**src/rtl/logic_unit_pipe.sv**
```systemverilog
// Two-stage valid/ready bitwise logic unit with registered result flags
// and a wrapping count of completed output handshakes.
module logic_unit_pipe #(
    parameter int WIDTH = 8,
    parameter int CNT_W = 16
) (
    input  logic             clk,
    input  logic             rst_n,
    input  logic             in_valid,
    output logic             in_ready,
    input  logic [WIDTH-1:0] in_a,
    input  logic [WIDTH-1:0] in_b,
    input  logic [2:0]       in_op,
    output logic             out_valid,
    input  logic             out_ready,
    output logic [WIDTH-1:0] out_y,
    output logic             out_zero,
    output logic             out_ones,
    output logic             out_parity,
    output logic [CNT_W-1:0] done_count
);

    logic             s1_valid;
    logic [WIDTH-1:0] s1_y;
    logic             s2_valid;
    logic             s1_load;
    logic             s2_load;
    logic             in_fire;
    logic             out_fire;
    logic [WIDTH-1:0] op_y;

    // Each stage may take new data when empty or when draining downstream
    assign s2_load  = !s2_valid || out_ready;
    assign s1_load  = !s1_valid || s2_load;
    assign in_ready = s1_load;
    assign in_fire  = in_valid && in_ready;
    assign out_fire = s2_valid && out_ready;
    assign out_valid = s2_valid;

    always_comb begin
        op_y = '0;
        unique case (in_op)
            3'd0: op_y = in_a & in_b;
            3'd1: op_y = in_a | in_b;
            3'd2: op_y = in_a ^ in_b;
            3'd3: op_y = ~(in_a & in_b);
            3'd4: op_y = ~(in_a | in_b);
            3'd5: op_y = ~(in_a ^ in_b);
            3'd6: op_y = ~in_a;
            3'd7: op_y = in_a;
        endcase
    end

    always_ff @(posedge clk or negedge rst_n) begin
        if (!rst_n) begin
            s1_valid <= 1'b0;
            s1_y     <= '0;
        end else if (s1_load) begin
            s1_valid <= in_valid;
            if (in_fire)
                s1_y <= op_y;
        end
    end

    always_ff @(posedge clk or negedge rst_n) begin
        if (!rst_n) begin
            s2_valid   <= 1'b0;
            out_y      <= '0;
            out_zero   <= 1'b1;
            out_ones   <= 1'b0;
            out_parity <= 1'b0;
        end else if (s2_load) begin
            s2_valid <= s1_valid;
            if (s1_valid) begin
                out_y      <= s1_y;
                out_zero   <= ~|s1_y;
                out_ones   <= &s1_y;
                out_parity <= ^s1_y;
            end
        end
    end

    always_ff @(posedge clk or negedge rst_n) begin
        if (!rst_n)
            done_count <= '0;
        else if (out_fire)
            done_count <= done_count + CNT_W'(1);
    end

endmodule

```
**config.mk**
```make
export PLATFORM = sky130hd
export DESIGN_NAME = logic_unit_pipe
export DESIGN_NICKNAME = d
export VERILOG_FILES = /design/src/rtl/logic_unit_pipe.sv
export SDC_FILE = /design/constraint.sdc
export NUM_CORES = 1
export LEC_CHECK = 0
export CAP_MARGIN = 20
export CORE_ASPECT_RATIO = 0.8
export CORE_MARGIN = 2
export CORE_UTILIZATION = 40
export CTS_CLUSTER_SIZE = 10
export DETAILED_ROUTE_END_ITERATION = 10
export PLACE_DENSITY = 0.67
export SYNTH_ARGS = -nofsm -noshare
export SYNTH_HDL_FRONTEND = slang
export SYNTH_SLANG_ARGS = --single-unit
export TNS_END_PERCENT = 10
```
**constraint.sdc**
```tcl
create_clock -name clk -period 1.5 [get_ports clk]
set_input_delay 0.15 -clock clk [delete_from_list [all_inputs] [get_ports clk]]
set_output_delay 0.15 -clock clk [all_outputs]
set_load 0.01 [all_outputs]
```
== Word level (Yosys, flattened, before mapping) ==
Index checks and enable logic that the tools add are counted.
Storage, ports and cells
  flip-flop bits (word level): 37
  input port bits: 23
  output and inout bits: 29
  logic and storage cells: 37
Cells by class
  add/sub/neg operators: 1
  equality and inequality tests: 7
  muxes and demuxes: 1
  bitwise logic cells: 7
  reduce and logical (&&, ||, !) cells: 13
Operator list (number)
  8-bit one-hot mux with 8 select lines: 1
  8-bit NOT: 4
  16-bit by 1-bit adder with 16-bit output, second input constant: 1
  3-bit == test, second input constant: 4
  8-bit AND: 1
  8-bit bitwise OR: 1
  8-bit AND reduction: 1
  8-bit OR reduction: 1
  8-bit parity: 1
  8-bit bitwise XOR: 1
  3-bit by 2-bit == test with 1-bit output, second input constant: 2
  2-bit AND reduction: 2
  3-bit by 1-bit == test with 1-bit output, second input constant: 1
  1-bit zero test: 3
  3-bit zero test: 1
  1-bit logical AND: 2
  1-bit logical OR: 2

== Logic depth before layout (Yosys ltp) ==
Gate-level depths: netlist of the first run.
  depth after elaboration: 5
  gate-level depth with buffers: 6
  mapped depth without buffers: 6

== Worst setup path before layout of the first run ==
Ideal clock, no wire load.
  path type: register -> register
  start: register done_count[0]
  end: register done_count[12]
  library setup time: 0.125 ns
  arrival: 1.281 ns
  data required time: 1.375 ns
  setup slack: 0.094 ns
  stages on the path, launching flop included: 6
  path buffers: 0
  clock period less this slack: 1.406 ns
  path through: dfrtp_1 ha_1 and4_1 and4_1 nand4_1 xnor2_1
Between the ends
  word-level cells in the longest chain between the ends: 1
RTL lines
  from (decl): RTL line 20  | output logic [CNT_W-1:0] done_count
  from (signal assigned): RTL line 87  | done_count <= done_count + CNT_W'(1);
  16-bit by 1-bit adder with 16-bit output: RTL line 87
Every way passes these cells.
A chain may end at the register's enable or synchronous reset.

== Final worst setup path of the first run ==
  start: register done_count[3]
  end: output done_count[3]
No word-level cell between the ends.

==> metrics.md, run 1 <==
| Metric | Value |
|---|---|
| Crit end category | primary output |
| Largest net degree at the start of global routing | 38 |
| RSZ-0062 raised after global routing | yes |
| Area of the mapped netlist | 2460 um2 |
| Setup violators final | 0 |
| Hold buffers post-CTS | 0 |
| Clk sink count | 37 |
| Die Area | 6790 um2 |
| Die height | 74.1 um |
| Pins over their slew limit | 0 |
| Total Routed Length | 5190 um |
| Syn avg cell area | 9.53 um2 |
| Rows | 25 |
| TNS Setup | 0 ns |
| Post-Route M1 WL | 2540 um |
| Cells after Synth | 258 |
| Area growth syn-to-layout | 37.8% |
| Crit path max-delay family | buffers and inverters |
| Highest Clock Rate | 0.689 GHz |
| Vias | 2,059 |
| Clk Latency, worst-skew pair | 0.28 ns |
| Multi-input gate area | 1380 um2 |
| Final ANT Viol Nets | 0 |
| Vias in the first global route | 2,022 |
| Pwr/cell area | 970 nW/um2 |
| Synth cell types | 40 |
| Placer Congestion | 0.778 |
| IO Pins | 52 |
| PnR Total Power | 3.29 mW |
| CP max-delay cell | clkdlybuf4s50_1 |
| Port Buffers | 51 |
| RR Startpoint | out_valid |
| Clock buffer depth | 2 |
| Final min period | 1.45 ns |
| Fill count | 534 |
| Max layer used | met4 |
| H-tree Lvls | 2 |
| Critical Path Source Type | flop |
| Primary FF master, synth | dfrtp_1 |
| Storage cell area | 928 um2 |
| CTS tree | done |
| Required @ worst endpoint | 1.35 ns |
| First-pass GRT wire length | 9140 um |
| Vias per std cell | 4.91 |
| Crit path cell chain | buf_4 -> clkdlybuf4s50_1 |
| Initial antenna violation count | 0 |
| Warnings, synthesis | 0 |
| Status | finished clean |
| Pre-antenna DRT Iters | 4 |
| Fin area | 3390 um2 |
| Final net count | 385 |
| CTS clk-pin slew, worst paths | 0.07 ns |
| CP peak stage delay | 0.53 ns |
| DRC | 0 |
| Tot GR Track Use | 0.166 |
| Measured slew at the worst slew-check pin | 0.326 ns |
| DIE WIDTH | 91.7 um |
| Top cells by area, synth | dfrtp_1 37%, ha_1 13%, xnor2_1 6.1%, nand2b_1 4.8%, inv_1 4.1% |
| Detail Route met3 WL | 184 um |
| Detail Placement HPWL | 4100 um |
| Hold_ws | 0.226 ns |
| Routed length per instance | 12.4 um |
| CTS root buf | clkbuf_8 |
| HP Class | in -> async |
| Setup Skew | 0.00573 ns |
| Num CTS Buffers | 5 |
| Post-synth top area share | 0.366 |
| Final hold violations | 0 |
| Placed cell area | 3230 um2 |
| Antenna cell count | 0 |
| Leak | 1.57 nW |
| Worst Setup Path Type | reg -> out |
| Area leader, netlist | dfrtp_1 |
| CP max FO | 5 |
| Met2 wire len | 2410 um |
| Relative slew slack | 0.783 |
| Core area | 5910 um2 |
| Global route total overflow | 0 |
| Sequential-to-total area share from yosys stat | 0.377 |
| Synth cell count leaders | 36 x dfrtp_1, 27 x inv_1, 26 x nand2_1 |
| Syn nets | 306 |
| Asr flop ratio synth | 1.00 |
| CP Data Arrival Time | 1.30 ns |
| Share of cells above drive strength 1 | 0.154 |
| Buf+Inv Stages, Crit Path | 2 |
| Max Cap Violations | 0 |
| Register bit count reported by yosys | 37 |
| Initial Util | 0.416 |
| Initial DRC Count | 82 |
| CP startpoint | done_count[3] |
| Most common cell in the netlist | dfrtp_1 |
| Final period util | 0.967 |
| Max VDD drop | 0.000359 V |
| Number of synthesized flops with an enable pin | 0 |
-- cell families (layout without fill, tap and decap cells) --
logic type / after synthesis / count (layout) / synth area share
xor+xnor: 18 / 18 / 0.0641
mux: 8 / 8 / 0.0331
fa+ha+maj: 25 / 25 / 0.127
compound gates: 44 / 44 / 0.127
flops: 37 / 37 / 0.377
buf+inv: 40 / 120 / 0.0784
simple gates: 86 / 86 / 0.193
-- flip-flops by register name (all words and copies together), names as in the netlist --
register / flops
s1_y: 8
out_parity: 1
out_y: 8
out_valid: 1
s1_valid: 1
out_zero: 1
done_count: 16
out_ones: 1
-- repair_timing --
| item | CTS | global route |
|---|---|---|
| setup endpoints to repair | 1 | 10 |
| pin swaps | 0 | 6 |
| setup buffers | 2 | 2 |
| gates resized for setup | 1 | 11 |
-- layout make-up --
cell class | count | share of cell area
clock buffers | 6 | 0.0214
clock inverters | 2 | 0.00295
inverters | 27 | 0.0299
multi-input cells | 181 | 0.407
flip-flops and latches | 37 | 0.274
well taps | 81 | 0.0299
repair buffers | 85 | 0.235
-- through the flow --
stage,utilization,setup WS [ns],std cells
6_report,0.573,0.0497,419
5_1_grt,0.573,-0.0201,419
4_1_cts,0.563,0.000371,417
3_5_place_dp,0.546,-0.270,407
3_3_place_gp,0.546,-0.212,407
2_1_floorplan,-,0.0944,258
-- report_power, final --
part           leakage (nW)  switching, mW  internal [mW]
registers             0.470          0.148           1.19
clock network        0.0450          0.343          0.322
logic                  1.06          0.553          0.731
-- placed cells by master, fill, tap and decap left out, types with 5 or more instances in the layout --
cell | synthesis | routed
buf_4 | 1 | 32
clkbuf_8 | 0 | 5
clkdlybuf4s50_1 | 0 | 47
dfrtp_1 | 36 | 35
ha_1 | 25 | 24
inv_1 | 27 | 27
mux2i_1 | 7 | 7
nand2_1 | 26 | 26
nand2b_1 | 19 | 19
nand3_1 | 6 | 6
nand4_1 | 6 | 6
nor2_1 | 6 | 6
nor3b_1 | 7 | 7
o21ai_0 | 11 | 11
xnor2_1 | 17 | 17
-- final timing paths --
check | slack [ns] | end | depth (start not counted)
max | 0.05 | done_count[3] | 2
min | 0.23 | done_count[0] | 2
max reg2reg | 0.07 | done_count[12] | 6
min reg2reg | 0.47 | done_count[15] | 1
max in group asynchronous | 1.02 | out_zero | 2
min in group clk | 0.47 | s1_y[6] | 4
-- worst register-to-register path: stages (launching register included) --
cell and delay (ns):
dfrtp_1 0.36, buf_4 0.12, buf_4 0.12, and4_1 0.23, and4_1 0.23, nand4_1 0.12, xnor2_1 0.14
-- layer usage --
layer	GRT usage	vias to the layer above
met3	0.0263	5
met4	0.0455	0
met2	0.294	45
li1	-	1045
met5	0	-
met1	0.214	964
(Power assumes the default switching activity.)
==> run 2: changes to the inputs <==
--- a/config.mk
+++ b/config.mk
@@ -5,10 +5,12 @@
 export SDC_FILE = /design/constraint.sdc
 export NUM_CORES = 1
 export LEC_CHECK = 0
+export ABC_CLOCK_PERIOD_IN_PS = 1500
 export CAP_MARGIN = 20
 export CORE_ASPECT_RATIO = 0.8
 export CORE_MARGIN = 2
 export CORE_UTILIZATION = 40
+export CTS_CLUSTER_DIAMETER = 40
 export CTS_CLUSTER_SIZE = 10
 export DETAILED_ROUTE_END_ITERATION = 10
 export PLACE_DENSITY = 0.67
==> results of run 2 <==
The final DEF is identical to that of run 1; final timing and power are the same.
==> run 3: changes to the inputs <==
--- a/config.mk
+++ b/config.mk
@@ -11,7 +11,7 @@
 export CORE_MARGIN = 2
 export CORE_UTILIZATION = 40
 export CTS_CLUSTER_DIAMETER = 40
-export CTS_CLUSTER_SIZE = 10
+export CTS_CLUSTER_SIZE = 25
 export DETAILED_ROUTE_END_ITERATION = 10
 export PLACE_DENSITY = 0.67
 export SYNTH_ARGS = -nofsm -noshare
==> results of run 3 <==
The final DEF is identical to that of run 1; final timing and power are the same.
